<file path="src/rtl/cc_cond_unit_pkg.sv">
// cc_cond_unit_pkg: shared condition codes, flag layout and FSM encoding
package cc_cond_unit_pkg;
    localparam logic [3:0] C_YES = 4'd0;
    localparam logic [3:0] C_LE  = 4'd1;
    localparam logic [3:0] C_L   = 4'd2;
    localparam logic [3:0] C_E   = 4'd3;
    localparam logic [3:0] C_NE  = 4'd4;
    localparam logic [3:0] C_GE  = 4'd5;
    localparam logic [3:0] C_G   = 4'd6;
    localparam int ZF_BIT = 2;
    localparam int SF_BIT = 1;
    localparam int OF_BIT = 0;
    localparam logic [2:0] CC_RESET = 3'b100;
    typedef enum logic {ST_RUN = 1'b0, ST_FROZEN = 1'b1} state_t;
endpackage

</file>
<file path="src/rtl/cc_cond_unit_cond_eval.sv">
// cond_eval: decodes a jXX/cmovXX function code against a {ZF,SF,OF} flag vector
module cond_eval
    import cc_cond_unit_pkg::*;
(
    input  logic [2:0] flags,
    input  logic [3:0] ifun,
    output logic       cnd,
    output logic       bad_ifun
);
    logic lt;
    logic zf;
    assign lt = flags[SF_BIT] ^ flags[OF_BIT];
    assign zf = flags[ZF_BIT];
    // Condition decode; codes above C_G are undefined and never taken
    always_comb begin
        cnd = (ifun == C_YES) ? 1'b1 :
              (ifun == C_LE)  ? (lt | zf) :
              (ifun == C_L)   ? lt :
              (ifun == C_E)   ? zf :
              (ifun == C_NE)  ? !zf :
              (ifun == C_GE)  ? !lt :
              (ifun == C_G)   ? (!lt & !zf) : 1'b0;
        bad_ifun = ifun > C_G;
    end
endmodule

</file>
<file path="src/rtl/cc_cond_unit.sv">
// cc_cond_unit: condition-code register with exception freeze and branch/cmov condition output
module cc_cond_unit
    import cc_cond_unit_pkg::*;
(
    input  logic       clk,
    input  logic       rst,
    input  logic [2:0] cc_in,
    input  logic       cc_valid,
    input  logic       cond_req,
    input  logic [3:0] ifun,
    input  logic       stall,
    input  logic       exc_in,
    output logic [2:0] cc_out,
    output logic       cnd,
    output logic       cnd_valid,
    output logic       bad_ifun,
    output logic       frozen
);
    state_t     state_q, state_d;
    logic [2:0] cc_q, cc_d;
    logic       run;
    logic       eval_cnd;
    logic       eval_bad;

    cond_eval u_cond_eval (
        .flags    (cc_q),
        .ifun     (ifun),
        .cnd      (eval_cnd),
        .bad_ifun (eval_bad)
    );

    // Next state: an exception freezes the flags for good; otherwise stall beats a flag update
    always_comb begin
        state_d = state_q;
        cc_d    = cc_q;
        if (state_q == ST_RUN) begin
            if (exc_in) state_d = ST_FROZEN;
            else if (!stall && cc_valid) cc_d = cc_in;
        end
    end

    // State and flag register, cleared asynchronously
    always_ff @(posedge clk or posedge rst) begin
        if (rst) begin
            state_q <= ST_RUN;
            cc_q    <= CC_RESET;
        end else begin
            state_q <= state_d;
            cc_q    <= cc_d;
        end
    end

    assign run       = state_q == ST_RUN;
    assign cc_out    = cc_q;
    assign frozen    = !run;
    assign cnd       = run & eval_cnd;
    assign cnd_valid = cond_req & run & !stall & !rst;
    assign bad_ifun  = cond_req & run & eval_bad;
endmodule

</file>
<file path="config.mk">
export PLATFORM = sky130hd
export DESIGN_NAME = cc_cond_unit
export DESIGN_NICKNAME = d
export VERILOG_FILES = /design/src/rtl/cc_cond_unit_pkg.sv /design/src/rtl/cc_cond_unit_cond_eval.sv /design/src/rtl/cc_cond_unit.sv
export SDC_FILE = /design/constraint.sdc
export NUM_CORES = 1
export LEC_CHECK = 0
export ABC_CLOCK_PERIOD_IN_PS = 3250
export CELL_PAD_IN_SITES_DETAIL_PLACEMENT = 0
export CELL_PAD_IN_SITES_GLOBAL_PLACEMENT = 1
export CORE_AREA = 2 2 39 41
export DETAILED_ROUTE_END_ITERATION = 7
export DIE_AREA = 0 0 41 43
export PLACE_DENSITY = 0.72
export REMOVE_ABC_BUFFERS = 1
export SYNTH_ARGS = -nofsm -noshare
export SYNTH_HDL_FRONTEND = slang
export SYNTH_SLANG_ARGS = --single-unit
</file>
<file path="constraint.sdc">
create_clock -name clk -period 3.25 [get_ports clk]
set_input_delay 0.4875 -clock clk [delete_from_list [all_inputs] [get_ports clk]]
set_output_delay 0.4875 -clock clk [all_outputs]
set_load 0.005 [all_outputs]
</file>
# Yosys cells after proc, flatten, opt, wreduce, memory -nomap -nowiden
# Cells that the tools add are included.
# word_totals
latch_bits	0
n_memories	0
elab_cells	35
output_inout_bits	7
mem_bits_rw	0
reg_bits	4
in_bits	13
rom_bits	0
# classes
shift	0
add_sub_neg	0
n_eq_ne	6
n_div	0
n_mul	0
bitwise_logic	10
n_mux	9
n_lt_le_gt_ge	1
n_reduce_logical	7
# op_table
operator	count
equality test 4 x 3 -> 1 bit (second input constant)	3
2-to-1 mux 1 bit	9
equality test 4 x 2 -> 1 bit (second input constant)	2
AND 1 bit	6
equality test 4 x 1 -> 1 bit (second input constant)	1
> comparator 4 x 3 -> 1 bit (second input constant)	1
zero test 1 bit	4
zero test 4 bit	1
AND reduction 3 bit	1
NOT 1 bit	2
logical AND 1 bit	1
OR 1 bit	1
bitwise XOR 1 bit	1

# Longest topological paths before layout
# depth
depth_word	11
mapped_depth	3
depth_no_buf	3

# Hierarchy
# Synthesis repeated with hierarchy kept, for this count alone.
# hier_totals
hier_cells	26
hier_area_um2	271.5
# by_module_without_submodules
mod	cells_each	area_each_um2	n_inst	seq_area_each_um2
cc_cond_unit	14	193.9	1	101.3
cond_eval	12	77.6	1	0.0

# Worst setup path before layout
# Ideal clock, no wire load.
# synth_path
path_type	input port to output port
from	in ifun[0]
to	out cnd
path_buffers	0
arrival_time_ns	0.990
stages	3
slack_ns	1.772
required_ns	2.762
path_cell_list	nor2_1 a2111oi_0 a211oi_1
# synth_via
elab_chain_cells	9
elab_cells_between_ends	15
classes_between	eq/ne (6); mux (7); bitwise (1); reduce/logical (1)
# synth_rtl
item	line_no	rtl
start: declaration	cc_cond_unit.sv:10	input logic [3:0] ifun,
equality test 4 x 3 -> 1 bit	cc_cond_unit_cond_eval.sv:22	(ifun == C_G) ? (!lt & !zf) : 1'b0;
2-to-1 mux 1 bit	cc_cond_unit_cond_eval.sv:22	
2-to-1 mux 1 bit	cc_cond_unit_cond_eval.sv:21	(ifun == C_GE) ? !lt :
2-to-1 mux 1 bit	cc_cond_unit_cond_eval.sv:20	(ifun == C_NE) ? !zf :
2-to-1 mux 1 bit	cc_cond_unit_cond_eval.sv:19	(ifun == C_E) ? zf :
2-to-1 mux 1 bit	cc_cond_unit_cond_eval.sv:18	(ifun == C_L) ? lt :
2-to-1 mux 1 bit	cc_cond_unit_cond_eval.sv:17	(ifun == C_LE) ? (lt | zf) :
2-to-1 mux 1 bit (*)	cc_cond_unit_cond_eval.sv:16	cnd = (ifun == C_YES) ? 1'b1 :
AND 1 bit (*)	cc_cond_unit.sv:56	assign cnd = run & eval_cnd;
end: declaration	cc_cond_unit.sv:14	output logic cnd,
# Every way passes the cells marked *; elsewhere a longest branch is shown, timed or not.

# Worst setup path in the final report
# Ends and elaborated chain as after synthesis.

==> flow_summary.toml <==
[outcome]
status = "finished clean"

[job]
drv_cap = 0

[clock_network]
cts_buffers = 3
clockRootBuffer = "clkbuf_4"
path_clk_slew_ns = 0.04
cts_tree = "built"
cts_setup_buffers = 0
cts_max_path_buffers = 2
ctsHoldBuffers = 0
cts_sinks = 4
cts_resized = 0
htree_levels = 1
clock_latency_ns = 0.24

[place]
routabilityCongestion = 0.550
pre_cts_slack_ns = 0.632
dpl.hpwl_microns = 510
dpl_cell_area_sq_um = 459
portBuffers = 19

[cells_and_area]
nets = 61
synthToLayoutAreaGrowth_pct = 95.0
final_area_sq_um = 485
fill_cells = 155
layout_commonest_cell = "clkdlybuf4s50_1"
n_antenna_cell = 0
layout_common_cells = "clkdlybuf4s50_1 (19), mux2_2 (3), nor2_1 (3), dfrtp_1 (3), clkbuf_4 (3)"
layout-drive-gt1-share = 0.191

[power]
clockPowerShare = 0.444
p_sw_frac = 0.215
p_int_w = 0.000120
p_leak_nw = 0.181
pwr-share-seq = 0.361
vdd.ir_drop.worst_v = 0.000166
pwr-share-comb = 0.195
switchingPower_w = 0.0000328
total_power_w = 0.000153
p_per_area_nw_per_um2 = 315

[sta]
setup_violations = 0
fmax_mhz = 380
finalCritPeriodShare = 0.810
slew_violations = 0
tns_ns = 0
fin_ws_ns = 0.619
rsz0062_at_grt = "no"
final.min_clock_period_ns = 2.63
tightest_slew_ns = 0.421
skew_ns = 0.00868
slew_headroom = 0.712
hold_viol_final = 0

[synthesis]
synthCells = 24
ys_types = 16
netlist_area_sq_um = 249
ys_seq_elements = 4
syn_area_per_cell_sq_um = 10.4
yosys_warnings = 0
seq_area_frac_synth = 0.407

[floorplanning]
initial_utilization = 0.180
dieArea_sq_um = 1760
die_w_microns = 41
coreArea_sq_um = 1380
die_y_microns = 43
ioPinCount = 20
rows = 14

[global_routing]
grt_overflow = 0
grt.total_usage = 0.0845
antenna_found_initial = 0
grt_max_degree = 7
grt_pass1_wl_mm = 1.00
grt_pass1_vias = 265

[route]
drc = 0
drt_iter0_markers = 4
drt-total-wl_microns = 625
vias = 260
wire_per_inst_microns = 9.92
ant_nets = 0
routed_via_density = 4.13
first_pass_iters = 2

[setup_path]
reg2reg_depth = 3
critPathRequiredTime_ns = 2.76
worst-path-max-fanout = 6
start_kind = "input pin"
timing.rr.start = "frozen"
r2r_setup_slack_ns = 1.83
setup.worst_path.end_class = "output port"
worstSetupPathType = "input pin to output port"
cp.arrival_ns = 2.14
rr_endpoint = "cc_out[0]"

[worst_hold_path]
hold_class = "input pin to asynchronous set/reset pin"
[cells in the mapped netlist]
master,count,area (sq um)
a31oi_1,2,12.5
o31ai_1,1,7.51
nand2b_1,2,12.5
dfstp_2,1,26.3
a2111oi_0,1,8.76
xnor2_1,1,8.76
o21ai_0,1,5.00
a211oi_1,1,7.51
mux2_2,3,33.8
nor3b_4,1,18.8
dfrtp_1,3,75.1
nand2_1,1,3.75
nor2_1,3,11.3
inv_1,1,3.75
nor3_1,1,5.00
or2_4,1,8.76
[worst max-delay path: stages]
cell and delay, ns:
clkdlybuf4s50_1 0.56, nor2_1 0.07, a2111oi_0 0.43, a211oi_1 0.14, clkdlybuf4s50_1 0.46
[worst max path at each step]
| stage | to | from | cells past startpoint |
|---|---|---|---|
| global route | cnd | ifun[0] | 5 |
| finish | cnd | ifun[0] | 5 |
| detailed placement | cnd | ifun[0] | 5 |
| floorplan | cnd | ifun[0] | 3 |
| global placement | cnd | ifun[0] | 5 |
| CTS | cnd | ifun[0] | 5 |
[power groups by stage]
stage	registers (W)	logic [W]	clock network, W
after floorplan	0.0000557	0.00000769	0
after global placement	0.0000559	0.0000299	0
after detailed placement	0.0000560	0.0000299	0
after CTS	0.0000553	0.0000301	0.0000704
after global routing	0.0000555	0.0000324	0.0000744
final	0.0000552	0.0000298	0.0000678
[registers in the layout, indices dropped and copies added (netlist names)]
name    count
frozen      1
cc_out      3
[cells by family (layout without fill, tap and decap cells)]
family,after synthesis,after routing,synth area share
DFF,4,4,0.407
buffers and inverters,1,24,0.0151
xor gates and xnor gates,1,1,0.0352
AOI/OAI and AO/OA,6,6,0.166
and+or+nand+nor,9,9,0.241
muxes,3,3,0.136
[layout make-up]
| class | count | area (sq um) | share of cell area |
|---|---|---|---|
| Tap cell | 16 | 20.0 | 0.0412 |
| Timing Repair Buffer | 19 | 190 | 0.392 |
| Sequential cell | 4 | 101 | 0.209 |
| Inverter | 1 | 3.75 | 0.00773 |
| Clock buffer | 4 | 26.3 | 0.0541 |
| Multi-Input combinational cell | 19 | 144 | 0.296 |
[per-stage QoR]
step                      hold WS, ns  cells  utilization
after floorplan                 0.253     24            -
after global placement          0.550     59        0.332
after detailed placement        0.550     59        0.332
after CTS                       0.467     63        0.351
after global routing            0.491     63        0.351
final                           0.469     63        0.351
[layer usage]
metal  up-vias  GRT usage  wire length (microns)
met5         -          0                      0
li1        135          -                      -
met1       112      0.104                    271
met3         0     0.0262                     74
met2        13      0.119                    279
met4         0     0.0600                      0
No activity file was read; power rests on OpenSTA's default activity.
